<file path="src/rtl/fir_loader_pkg.sv">
// Shared definitions for the FIR coefficient loader: frame header, FSM states,
// error codes and the coefficient byte-count helper.
package fir_loader_pkg;

   localparam logic [7:0] HDR = 8'hC5;

   typedef enum logic [3:0] {
      ST_IDLE,
      ST_SHIFT,
      ST_BYTES,
      ST_WRITE,
      ST_WAIT_ACK,
      ST_VERIFY,
      ST_NEXT,
      ST_SHW,
      ST_SHACK,
      ST_FLUSH,
      ST_DONE
   } state_t;

   localparam logic [1:0] ERR_NONE    = 2'b00;
   localparam logic [1:0] ERR_SHIFT   = 2'b01;
   localparam logic [1:0] ERR_TIMEOUT = 2'b10;
   localparam logic [1:0] ERR_VERIFY  = 2'b11;

   function automatic int bytes_for(input int width);
      return (width + 7) / 8;
   endfunction

endpackage

</file>
<file path="src/rtl/coef_byte_packer.sv">
// Shifts host bytes MSB-first into a coef_width word; full_o flags that the
// next pushed byte completes the word, after which the count wraps to zero.
module coef_byte_packer
   import fir_loader_pkg::*;
#(
   parameter int coef_width = 24
) (
   input  logic                  clk,
   input  logic                  rst,
   input  logic                  clear_i,
   input  logic                  push_i,
   input  logic [7:0]            byte_i,
   output logic [coef_width-1:0] word_o,
   output logic                  full_o
);

   localparam int CB = bytes_for(coef_width);
   localparam int CW = (CB > 1) ? $clog2(CB) : 1;
   localparam logic [CW-1:0] LAST = CW'(CB - 1);

   logic [CW-1:0]         cnt_q, cnt_d;
   logic [coef_width-1:0] word_q, word_d;

   assign full_o = (cnt_q == LAST);
   assign word_o = word_q;

   always_comb begin
      cnt_d  = cnt_q;
      word_d = word_q;
      if (clear_i) begin
         cnt_d  = '0;
         word_d = '0;
      end else if (push_i) begin
         // Bits shifted past coef_width fall off the top.
         word_d = coef_width'({word_q, byte_i});
         cnt_d  = full_o ? '0 : cnt_q + CW'(1);
      end
   end

   always_ff @(posedge clk or posedge rst) begin
      if (rst) begin
         cnt_q  <= '0;
         word_q <= '0;
      end else begin
         cnt_q  <= cnt_d;
         word_q <= word_d;
      end
   end

endmodule

</file>
<file path="src/rtl/fir_coef_loader.sv">
// Host-framed coefficient/result-shift loader for one fir_filt instance.
// Define FIR_LOADER_VERIFY_EN to build the per-coefficient readback check.
module fir_coef_loader
   import fir_loader_pkg::*;
#(
   parameter int coef_width  = 24,
   parameter int coef_count  = 16,
   parameter int max_shift   = 32,
   parameter int ack_timeout = 15
) (
   input  logic                          clk,
   input  logic                          rst,
   input  logic [7:0]                    in_data,
   input  logic                          in_valid,
   output logic                          in_ready,
   output logic [$clog2(coef_count)-1:0] addr,
   output logic [coef_width-1:0]         coef,
   output logic                          coef_ready,
   input  logic                          coef_done,
   input  logic [coef_width-1:0]         coef_r,
   output logic                          result_shift_ready,
   output logic [$clog2(max_shift)-1:0]  result_shift_i,
   input  logic                          result_shift_done,
   output logic                          flush,
   output logic                          busy,
   output logic                          load_done,
   output logic                          err,
   output logic [1:0]                    err_code
);

   localparam int AW = $clog2(coef_count);
   localparam int SW = $clog2(max_shift);
   localparam int TW = $clog2(ack_timeout + 1);
   localparam logic [8:0]    SHIFT_LIM = (max_shift > 256) ? 9'd256 : 9'(max_shift);
   localparam logic [AW-1:0] LAST_ADDR = AW'(coef_count - 1);
   localparam logic [TW-1:0] TMO_LAST  = TW'(ack_timeout - 1);

   state_t                state_q, state_d;
   logic                  started_q;
   logic [AW-1:0]         addr_q, addr_d;
   logic [SW-1:0]         shift_q, shift_d;
   logic [TW-1:0]         tmo_q, tmo_d;
   logic                  err_q, err_d;
   logic [1:0]            err_code_q, err_code_d;
   logic                  pk_clear, pk_push, pk_full;
   logic [coef_width-1:0] pk_word;
   logic                  fire;

   coef_byte_packer #(
      .coef_width(coef_width)
   ) u_packer (
      .clk    (clk),
      .rst    (rst),
      .clear_i(pk_clear),
      .push_i (pk_push),
      .byte_i (in_data),
      .word_o (pk_word),
      .full_o (pk_full)
   );

   // started_q holds in_ready low for the first cycle after reset release.
   assign in_ready = started_q &&
                     (state_q == ST_IDLE || state_q == ST_SHIFT || state_q == ST_BYTES);
   assign fire               = in_valid && in_ready;
   assign coef_ready         = (state_q == ST_WRITE);
   assign result_shift_ready = (state_q == ST_SHW);
   assign flush              = (state_q == ST_FLUSH);
   assign load_done          = (state_q == ST_DONE);
   assign busy               = (state_q != ST_IDLE);
   assign addr               = addr_q;
   assign coef               = pk_word;
   assign result_shift_i     = shift_q;
   assign err                = err_q;
   assign err_code           = err_code_q;

`ifndef FIR_LOADER_VERIFY_EN
   logic unused_coef_r;
   assign unused_coef_r = ^coef_r;
`endif

   always_comb begin
      state_d    = state_q;
      addr_d     = addr_q;
      shift_d    = shift_q;
      tmo_d      = tmo_q;
      err_d      = 1'b0;
      err_code_d = err_code_q;
      pk_clear   = 1'b0;
      pk_push    = 1'b0;
      case (state_q)
         ST_IDLE: begin
            if (fire && in_data == HDR) begin
               state_d    = ST_SHIFT;
               err_code_d = ERR_NONE;
            end
         end
         ST_SHIFT: begin
            if (fire) begin
               if ({1'b0, in_data} >= SHIFT_LIM) begin
                  err_d      = 1'b1;
                  err_code_d = ERR_SHIFT;
                  state_d    = ST_IDLE;
               end else begin
                  shift_d  = SW'(in_data);
                  addr_d   = '0;
                  pk_clear = 1'b1;
                  state_d  = ST_BYTES;
               end
            end
         end
         ST_BYTES: begin
            if (fire) begin
               pk_push = 1'b1;
               if (pk_full) state_d = ST_WRITE;
            end
         end
         ST_WRITE: begin
            tmo_d   = '0;
            state_d = ST_WAIT_ACK;
         end
         ST_WAIT_ACK: begin
            if (coef_done) begin
`ifdef FIR_LOADER_VERIFY_EN
               state_d = ST_VERIFY;
`else
               state_d = ST_NEXT;
`endif
            end else if (tmo_q == TMO_LAST) begin
               err_d      = 1'b1;
               err_code_d = ERR_TIMEOUT;
               state_d    = ST_IDLE;
            end else begin
               tmo_d = tmo_q + TW'(1);
            end
         end
`ifdef FIR_LOADER_VERIFY_EN
         ST_VERIFY: begin
            if (coef_r != pk_word) begin
               err_d      = 1'b1;
               err_code_d = ERR_VERIFY;
               state_d    = ST_IDLE;
            end else begin
               state_d = ST_NEXT;
            end
         end
`endif
         ST_NEXT: begin
            if (addr_q == LAST_ADDR) begin
               state_d = ST_SHW;
            end else begin
               addr_d  = addr_q + AW'(1);
               state_d = ST_BYTES;
            end
         end
         ST_SHW: begin
            tmo_d   = '0;
            state_d = ST_SHACK;
         end
         ST_SHACK: begin
            if (result_shift_done) begin
               state_d = ST_FLUSH;
            end else if (tmo_q == TMO_LAST) begin
               err_d      = 1'b1;
               err_code_d = ERR_TIMEOUT;
               state_d    = ST_IDLE;
            end else begin
               tmo_d = tmo_q + TW'(1);
            end
         end
         ST_FLUSH: state_d = ST_DONE;
         ST_DONE:  state_d = ST_IDLE;
         default:  state_d = ST_IDLE;
      endcase
   end

   always_ff @(posedge clk or posedge rst) begin
      if (rst) begin
         state_q    <= ST_IDLE;
         started_q  <= 1'b0;
         addr_q     <= '0;
         shift_q    <= '0;
         tmo_q      <= '0;
         err_q      <= 1'b0;
         err_code_q <= ERR_NONE;
      end else begin
         state_q    <= state_d;
         started_q  <= 1'b1;
         addr_q     <= addr_d;
         shift_q    <= shift_d;
         tmo_q      <= tmo_d;
         err_q      <= err_d;
         err_code_q <= err_code_d;
      end
   end

endmodule

</file>
<file path="config.mk">
export PLATFORM = sky130hd
export DESIGN_NAME = fir_coef_loader
export DESIGN_NICKNAME = d
export VERILOG_FILES = /design/src/rtl/fir_loader_pkg.sv /design/src/rtl/coef_byte_packer.sv /design/src/rtl/fir_coef_loader.sv
export SDC_FILE = /design/constraint.sdc
export NUM_CORES = 1
export LEC_CHECK = 0
export CAP_MARGIN = 15
export CORE_ASPECT_RATIO = 0.6
export CORE_UTILIZATION = 41
export CTS_CLUSTER_SIZE = 20
export DETAILED_ROUTE_END_ITERATION = 16
export PLACE_DENSITY_LB_ADDON = 0.05
export SLEW_MARGIN = 10
export SYNTH_ARGS = -nofsm -noshare
export SYNTH_HDL_FRONTEND = slang
export SYNTH_SLANG_ARGS = --single-unit
</file>
<file path="constraint.sdc">
create_clock -name clk -period 1.5 [get_ports clk]
set_clock_uncertainty 0.1 [all_clocks]
set_input_delay 0.45 -clock clk [delete_from_list [all_inputs] [get_ports clk]]
set_output_delay 0.45 -clock clk [all_outputs]
set_load 0.02 [all_outputs]
</file>
Word-level counts from Yosys, hierarchy flattened
Cells that the tools add are included.
{"block": "word_totals", "reg_bits": 47, "inputBits": 37, "output_inout_bits": 42, "wordCells": 94}
{"block": "op_classes", "n_addsub": 3, "order_cmp": 1, "eq_ne": 22, "n_mux": 41, "n_bitwise": 1, "n_reduce_logical": 17}
{"cell": "4-bit two-way mux", "count": 13}
{"cell": "24-bit two-way mux", "count": 2}
{"cell": "4-bit one-hot mux with 9 select lines", "count": 1}
{"cell": "4-bit equality test (second input constant)", "count": 5}
{"cell": "2-bit two-way mux", "count": 10}
{"cell": "4-bit by 3-bit equality test with 1-bit output (second input constant)", "count": 3}
{"cell": "2-bit != test (second input constant)", "count": 6}
{"cell": "4-bit one-hot mux with 3 select lines", "count": 1}
{"cell": "1-bit two-way mux", "count": 10}
{"cell": "4-bit by 1-bit adder with 4-bit output (second input constant)", "count": 2}
{"cell": "4-bit by 2-bit equality test with 1-bit output (second input constant)", "count": 2}
{"cell": "8-bit equality test (second input constant)", "count": 1}
{"cell": "8-bit by 6-bit >= comparator with 1-bit output (second input constant)", "count": 1}
{"cell": "2-bit one-hot mux with 4 select lines", "count": 1}
{"cell": "4-bit one-hot mux with 2 select lines", "count": 1}
{"cell": "4-bit AND reduction", "count": 2}
{"cell": "4-bit nonzero test", "count": 2}
{"cell": "2-bit by 1-bit != test with 1-bit output (second input constant)", "count": 3}
{"cell": "3-bit AND reduction", "count": 2}
{"cell": "6-bit AND reduction", "count": 1}
{"cell": "4-bit by 1-bit equality test with 1-bit output (second input constant)", "count": 1}
{"cell": "4-bit logical NOT", "count": 1}
{"cell": "2-bit nonzero test", "count": 2}
{"cell": "1-bit logical AND", "count": 3}
{"cell": "8 further kinds", "count": 9}

Logic depth before layout (Yosys ltp)
Gate-level depths: netlist of run 1.
{"block": "depth", "depth_word": 9, "mapped_depth": 7, "ltp_nobuf": 7}

Cells and area by module
From an unflattened synthesis of run 1, not the netlist that was laid out.
{"block": "unflattened", "hier_cells": 204, "area_unflattened_um2": 2223.4}
{"mod": "fir_coef_loader", "n_inst": 1, "cells_each": 116, "area_each_um2": 1154.9, "seq_area_each_um2": 525.5}
{"mod": "coef_byte_packer", "n_inst": 1, "cells_each": 88, "area_each_um2": 1068.5, "seq_area_each_um2": 650.6}

Worst setup path after synthesis of run 1
Ideal clock, no wire load.
{"block": "synth_timing", "path_type": "register to register", "from": "register state_q[2]", "to": "register err_code_q[1] (netlist: err_code[1])", "setup_time_ns": 0.125, "t_arrival_ns": 1.487, "t_required_ns": 1.275, "slack_ns": -0.212, "stages_incl_launch_ff": 6, "n_path_buf": 0, "synth_period_minus_slack_ns": 1.712, "cell_sequence": "dfrtp_1 > nand2b_1 > a211o_1 > o21bai_2 > nand4_2 > mux2_4"}
{"block": "synth_between", "elab_chain_cells": 8, "elab_cells_between_ends": 18, "cone_classes": "9 x eq/ne; 1 x mux; 8 x reduce/logical"}
{"element": "start, declared", "line": "fir_coef_loader.sv:38", "rtl": "state_t state_q, state_d;"}
{"element": "start signal, assigned", "line": "fir_coef_loader.sv:186", "rtl": "state_q <= state_d;"}
{"element": "4-bit by 1-bit equality test with 1-bit output or 4-bit logical NOT (tied branches)", "line": "fir_coef_loader.sv:63, fir_coef_loader.sv:90"}
{"element": "1-bit logical OR (2 in series)", "line": "fir_coef_loader.sv:63", "rtl": "(state_q == ST_IDLE || state_q == ST_SHIFT || state_q == ST_BYTES);"}
{"element": "1-bit logical AND", "line": "fir_coef_loader.sv:62", "rtl": "assign in_ready = started_q &&"}
{"element": "1-bit logical AND", "line": "fir_coef_loader.sv:64", "rtl": "assign fire = in_valid && in_ready;"}
{"element": "1-bit logical AND", "line": "fir_coef_loader.sv:92", "rtl": "if (fire && in_data == HDR) begin"}
{"element": "2-bit by 1-bit != test with 1-bit output (no line)"}
{"element": "6-bit AND reduction (no line)"}
{"element": "end signal, assigned", "line": "fir_coef_loader.sv:192", "rtl": "err_code_q <= err_code_d;"}
{"element": "end, declared", "line": "fir_coef_loader.sv:44", "rtl": "logic [1:0] err_code_q, err_code_d;"}
Parallel ways exist; a longest one is shown, timed or not.
A chain may end at the register's enable or synchronous reset.

Worst setup path in the final report of run 1
{"block": "layout_timing", "from": "register state_q[3]", "to": "register err_code_q[1] (netlist: err_code[1])"}
Same word-level chain as after synthesis.

==> Implementation_results.wiki, run 1 <==
{| class="wikitable"
! Metric !! Value
|-
| Post-layout net count || approximately 430
|-
| Worst-Skew Late Latency || approximately 0.3 ns
|-
| Post-synthesis cell type count || 48
|-
| First DRT Iteration DRCs || between 150 and 200
|-
| Max Slew Vio Count || 0
|-
| Status || finished, violations left
|-
| Relative contribution of the clock network to total power || 0.124
|-
| Area share of xor/xnor cells in the synthesized design || 0.00771
|-
| Final-report hold violation count || 0
|-
| Worst path arrival time || slightly below 2 ns
|-
| Total CTS buffers || 5
|-
| Final worst path period share || 1.24
|-
| Maxcap violations || 0
|-
| Clk slew on worst S/H paths || 0.09 ns
|-
| Area growth from synthesis to layout || 63.2%
|-
| Most frequent cells in the layout || 80 x sky130_fd_sc_hd__buf_4, 73 x sky130_fd_sc_hd__nand2_1, 42 x sky130_fd_sc_hd__dfrtp_1
|-
| Sequential Area || between 1000 and 1500 µm²
|-
| Clock period minus worst slack || between 1.5 and 2 ns
|-
| Largest buffer count on any clock path || 2
|-
| Type of the worst setup path || reg -> reg
|-
| Worst-path fanout max || 5
|-
| Largest net degree at the start of global routing || 35
|-
| Die outline width || around 98 µm
|-
| Busiest grt layer || met2
|-
| Wire length per cell after detailed routing || 14.4 µm
|-
| Largest stage delay, worst path || a little over 0.4 ns
|-
| Synthesized instance count || around 250
|-
| Category of the worst setup path capture point || flip-flop
|-
| Violations in the final reports || design-rule violations, negative setup slack
|-
| Antenna violations before repair || 0
|-
| GR Overflow Total || 0
|-
| Area share of and/or/nand/nor cells after synthesis || 0.309
|-
| H-tree levels || 2
|-
| Placed Area || between 3000 and 4000 µm²
|-
| Net load switching power || roughly 2.5 mW
|-
| Count of standard-cell rows || 20
|-
| Count of buffers inserted at the top-level ports || 54
|-
| Starting Density || 0.437
|-
| CTS tree || built
|-
| Slowest stage cell, crit path || sky130_fd_sc_hd__dfrtp_2
|-
| Placer Congestion || between 0.8 and 0.9
|-
| P_int || between 3 and 4 mW
|-
| Number of antenna repair diodes || 0
|-
| Total standard cell area after synthesis || 2270 µm²
|-
| Crit path top cell by count || sky130_fd_sc_hd__buf_6
|-
| Met3 track demand over resource in global routing || 0.0690
|-
| Critical path buffer and inverter count || 2
|-
| Main combinational cell family by area after synthesis || simple AND/OR/NAND/NOR gates
|-
| Upper clock frequency limit || 537 MHz
|-
| Final Hold Slack || 0.304 ns
|-
| Average footprint of a synthesized cell || 9.20 µm²
|-
| Total wire length after detailed routing || about 6.6 mm
|-
| Sinks on the clock net || between 40 and 50
|-
| Hold Buf Count CTS || 0
|-
| Number of DRC violations after detailed routing || 6
|-
| Combinational fraction of design power || 0.556
|-
| Detailed placer's ending HPWL || 4.49 mm
|-
| Via count of the first global-routing pass || 2314
|-
| Power density cells || roughly 1700 nW/µm²
|-
| Switching Share || 0.401
|-
| Full die area || ~5900 µm²
|-
| Flip-flop and latch count after synthesis || 47
|-
| WP data required || 1.60 ns
|-
| Syn nets || 287
|-
| Aggregate global-route resource usage || 0.243
|-
| Setup slack of the critical path after layout || -0.362 ns
|-
| P_leak || just under 2 nW
|-
| Wire length of the first global-routing pass || about 11 mm
|-
| Fraction of final layout cells with drive strength greater than 1 || 0.487
|-
| Number of nets with antenna violations after detailed routing || 0
|-
| Via-to-Cell Ratio || ~5.1
|-
| Area of the multi-input gates || roughly 1200 µm²
|-
| Fin area || 3710 µm²
|-
| Sort of element at the start of the critical path || flip-flop
|-
| Placeable core region || 5200 µm²
|-
| Vias post-DR || approximately 2300
|-
| Top-level port count || 79
|-
| Adder-cell area share of the yosys netlist || 0.0165
|-
| Multiplexer fraction of the synthesized cell area || 0.00661
|-
| Hold crit path type || in -> async
|-
| Most common cell after layout, fill and taps aside || sky130_fd_sc_hd__buf_4
|-
| Layout filler cell count || slightly above 400
|-
| Seq pwr share || 0.320
|-
| Count of final setup violators || 51
|-
| Largest delay share family, worst path || flip-flops
|-
| Met1 capacity usage during global routing || 0.343
|-
| Vert. Die Dim || about 60 µm
|-
| RSZ-0062 raised after global routing || true
|-
| Cell Chain, Critical Path || buf_6 -> buf_6 -> nand3b_1 -> a211o_4 -> nand4_2 -> mux2_4
|-
| Global-route track usage on met2 || 0.372
|-
| Sequential area share after synthesis || 0.518
|-
| Synthesis warning total || 0
|-
| Pre-antenna DRT Iters || 10
|-
| Peak supply drop || just under 0.9 mV
|-
| Root buffer cell || sky130_fd_sc_hd__clkbuf_8
|-
| Synth Area in Compound Gates || 0.0958
|}
==> final cells by class <==
class | count | area share
tap | 66 | 0.0223
clock buffer | 5 | 0.0186
clock inverter | 3 | 0.00540
sequential | 47 | 0.319
inverter | 2 | 0.00304
multi-input combinational | 186 | 0.329
timing repair buffer | 147 | 0.302
==> Yosys cell counts (all sizes together) <==
cell type / n / share of area
a211o: 2 / 0.0083
a211oi: 1 / 0.0055
a21o: 3 / 0.010
a21oi: 10 / 0.024
a311o: 1 / 0.0044
and2: 1 / 0.0028
and3: 2 / 0.0055
buf: 6 / 0.018
clkbuf: 6 / 0.023
conb: 1 / 0.0017
dfrtp: 47 / 0.52
ha: 3 / 0.017
inv: 2 / 0.0033
mux2: 1 / 0.0066
nand2: 75 / 0.12
nand2b: 4 / 0.014
nand3: 31 / 0.070
nand3b: 2 / 0.0066
nand4: 5 / 0.019
nand4b: 1 / 0.0039
nor2: 13 / 0.023
nor2b: 1 / 0.0039
nor3: 5 / 0.013
nor3b: 1 / 0.0033
nor4: 1 / 0.0028
nor4bb: 2 / 0.0088
o211ai: 1 / 0.0033
o21ai: 8 / 0.018
o21bai: 3 / 0.012
o2bb2ai: 1 / 0.0039
o311ai: 1 / 0.0039
o31ai: 1 / 0.0033
or2: 1 / 0.0028
or3: 2 / 0.0055
xor2: 2 / 0.0077
==> final timing paths <==
check / start / to / slack (ns) / cells after the start
worst max-delay path: state_q[3] / err_code[1] / -0.36 / 6
worst min-delay path: rst / addr[2] / 0.30 / 2
worst max register to register: state_q[3] / err_code[1] / -0.36 / 6
worst min register to register: u_packer.word_o[23] / u_packer.word_o[23] / 0.37 / 2
max in group asynchronous: rst / err_code[0] / 0.61 / 3
min in group clk: u_packer.word_o[23] / u_packer.word_o[23] / 0.37 / 2
==> per-layer routing <==
metal,vias to the layer above,share of wire,routed length [µm]
met5,-,0,0
li1,1126,-,-
met4,0,0.0061,40
met2,61,0.44,2910
met3,6,0.058,383
met1,1123,0.49,3230
==> logic make-up after synthesis <==
| group | after synthesis |
|---|---|
| compound gates | 32 |
| xor+xnor | 2 |
| fa+ha+maj | 3 |
| buf+inv | 14 |
| flops | 47 |
| mux | 1 |
| other cells | 1 |
| simple gates | 147 |
==> what timing repair did <==
item / CTS / global route
hold endpoints to repair: 0 / 0
pin swaps: 17 / 22
gates resized for setup: 227 / 27
setup buffers: 13 / 6
gates cloned: 3 / 0
endpoints found under the setup margin: 88 / 56
==> registers in the layout, indices dropped and copies added (netlist names) <==
name / flops
err_code: 2
started_q: 1
err: 1
u_packer.cnt_q: 2
state_q: 4
addr: 4
u_packer.word_o: 24
result_shift_i: 5
tmo_q: 4
==> metrics by stage <==
step                      worst slack [ns]  std cells  TNS, ns  utilization  power, mW
after global routing                -0.430        456   -16.71        0.712       6.62
after CTS                           -0.349        450   -13.46        0.685       5.95
after floorplan                     -0.202        247    -3.52            -       3.54
after detailed placement             -1.01        426   -32.52        0.652       5.13
final                               -0.362        456   -13.32        0.712       6.22
after global placement              -0.917        426   -31.14        0.652       5.06
==> power groups by stage <==
stage / sequential, mW / combinational, mW / clock, mW
6_report: 1.99 / 3.46 / 0.774
5_1_grt: 2.05 / 3.72 / 0.849
4_1_cts: 1.98 / 3.18 / 0.794
3_5_place_dp: 2.04 / 3.08 / 0
3_3_place_gp: 2.03 / 3.03 / 0
2_1_floorplan: 2.42 / 1.12 / 0
Note: power is estimated with default switching activity, not from simulation.
==> run 2, diff against run 1 <==
--- a/config.mk
+++ b/config.mk
@@ -5,7 +5,8 @@
 export SDC_FILE = /design/constraint.sdc
 export NUM_CORES = 1
 export LEC_CHECK = 0
-export CAP_MARGIN = 15
+export ABC_CLOCK_PERIOD_IN_PS = 1500
+export CAP_MARGIN = 20
 export CORE_ASPECT_RATIO = 0.6
 export CORE_UTILIZATION = 41
 export CTS_CLUSTER_SIZE = 20
==> results of run 2 <==
Final layout, timing and power as in run 1 (identical DEF).
==> patch (settings of run 1) <==
Remove the register `err_q`: a continuous assignment takes its place, so the output `err` follows one clock earlier.
--- a/src/rtl/fir_coef_loader.sv
+++ b/src/rtl/fir_coef_loader.sv
@@ -180,7 +180,6 @@
          addr_q     <= '0;
          shift_q    <= '0;
          tmo_q      <= '0;
-         err_q      <= 1'b0;
          err_code_q <= ERR_NONE;
       end else begin
          state_q    <= state_d;
@@ -188,10 +187,11 @@
          addr_q     <= addr_d;
          shift_q    <= shift_d;
          tmo_q      <= tmo_d;
-         err_q      <= err_d;
          err_code_q <= err_code_d;
       end
    end
 
+   assign err_q = err_d;
+
 endmodule
 
Formal check against the unedited RTL: not equivalent (Yosys sat finds a counterexample within 4 cycles, from zero or initial values and one cycle with rst high).
==> patch against run 1 <==
  * The run ends with setup timing left
  * Sequential power down 4%
  * Global-route usage up 3.1 points
  * Wire length up 22%
  * Total power up 0.86%
  * Sequential share of layout area down 3.3 points
  * Synthesized area down 2.6%
  * Utilization up 7.6 points
  * Critical path depth down 1
  * Sequential cell count down 1
  * Hold slack better by 0.076 ns
  * Worst setup slack worse by 0.58 ns
  * Cell area up 9.1%
  * Critical path type is now reg2out
  * Largest cell class unchanged
==> patch: results (changes against run 1) <==
CTS sink cnt 46 (-2.1%); largest cells by area after synthesis dfrtp_1, nand2_1, o21ai_0, nand3_1, nor2_1; Multi-input gate area 1360 sq um (+12%); nets@finish 427 (-0.47%); register area share after synthesis 52.0% (+0.24 points); Ant. Diodes 1 (+1); maximum VDD drop 0.000916 V (+4.0%); Leak Pwr 2.02 nW (+4.8%); clock network fraction of total power 15.3% (+2.9 points); Worst Setup SP state_q[2]; vias in the first global route 2,361 (+2.0%); clk tree area frac 2.78% (+0.39 points); Worst Slack Setup Final -0.938 ns (-0.575 ns); switching share of power 39.8% (-0.31 points); post-place setup slack -1.77 ns (-0.764 ns); Synth Net Count 283 (-1.4%); Post-synth top cells nand2_1, dfrtp_1, o21ai_0, nor2_1, nand3_1; first-pass GRT wire length 11,900 um (+9.8%); Resized Gates After CTS 243 (+7.0%); Multi-In Gates 179 (-3.8%); Final Setup Violations 51 (unchanged); vias per cell 5.41 (+6.5%); Final HPWL DP 4280 um (-4.5%); r2r setup slk -0.70 ns (-0.34 ns); CP Max Fanout 3 (-2); XOR/XNOR share of the synthesized area 1.98% (+1.2 points); final wirelength 7990 um (+22%); postcts setup bufs 18 (+5); fill cell count 320 (-22%); CP arrival 1.89 ns (-0.07 ns); initial antenna violation count 1 (+1); inverters 6 (+4); GPL Wtd Cong 0.840 (-1.4%); All-Layer GR Usage 27.4% (+3.1 points); mux cell area share after synthesis 3.05% (+2.4 points); failing checks setup timing; run status finished with violations
-- patch: through the flow --
stage | area [sq um] | TNS [ns] | util [%] | power (mW) | hold slack (ns)
2_1_floorplan | 2340 | -10.92 | - | 3.23 | 0.359
3_3_place_gp | 3420 | -41.33 | 66.6 | 4.72 | 0.368
3_5_place_dp | 3420 | -41.70 | 66.6 | 4.77 | 0.380
4_1_cts | 3900 | -23.44 | 76.1 | 5.94 | 0.387
5_1_grt | 4040 | -29.94 | 78.8 | 6.59 | 0.404
6_report | 4040 | -27.68 | 78.8 | 6.28 | 0.380
-- patch: critical path, cell delays in order, from the launching register on --
cell,delay (ns)
dfrtp_1,0.43
or4b_4,0.57
nor4_2,0.17
buf_4,0.17
a21o_1,0.11
buf_6,0.12
-- patch: metal layers --
layer	routed length, um	global-route usage, %	vias up
li1	-	-	1127
met1	3580	37.6	1201
met2	3590	42.3	112
met3	651	7.72	20
met4	174	9.17	0
met5	0	0	-
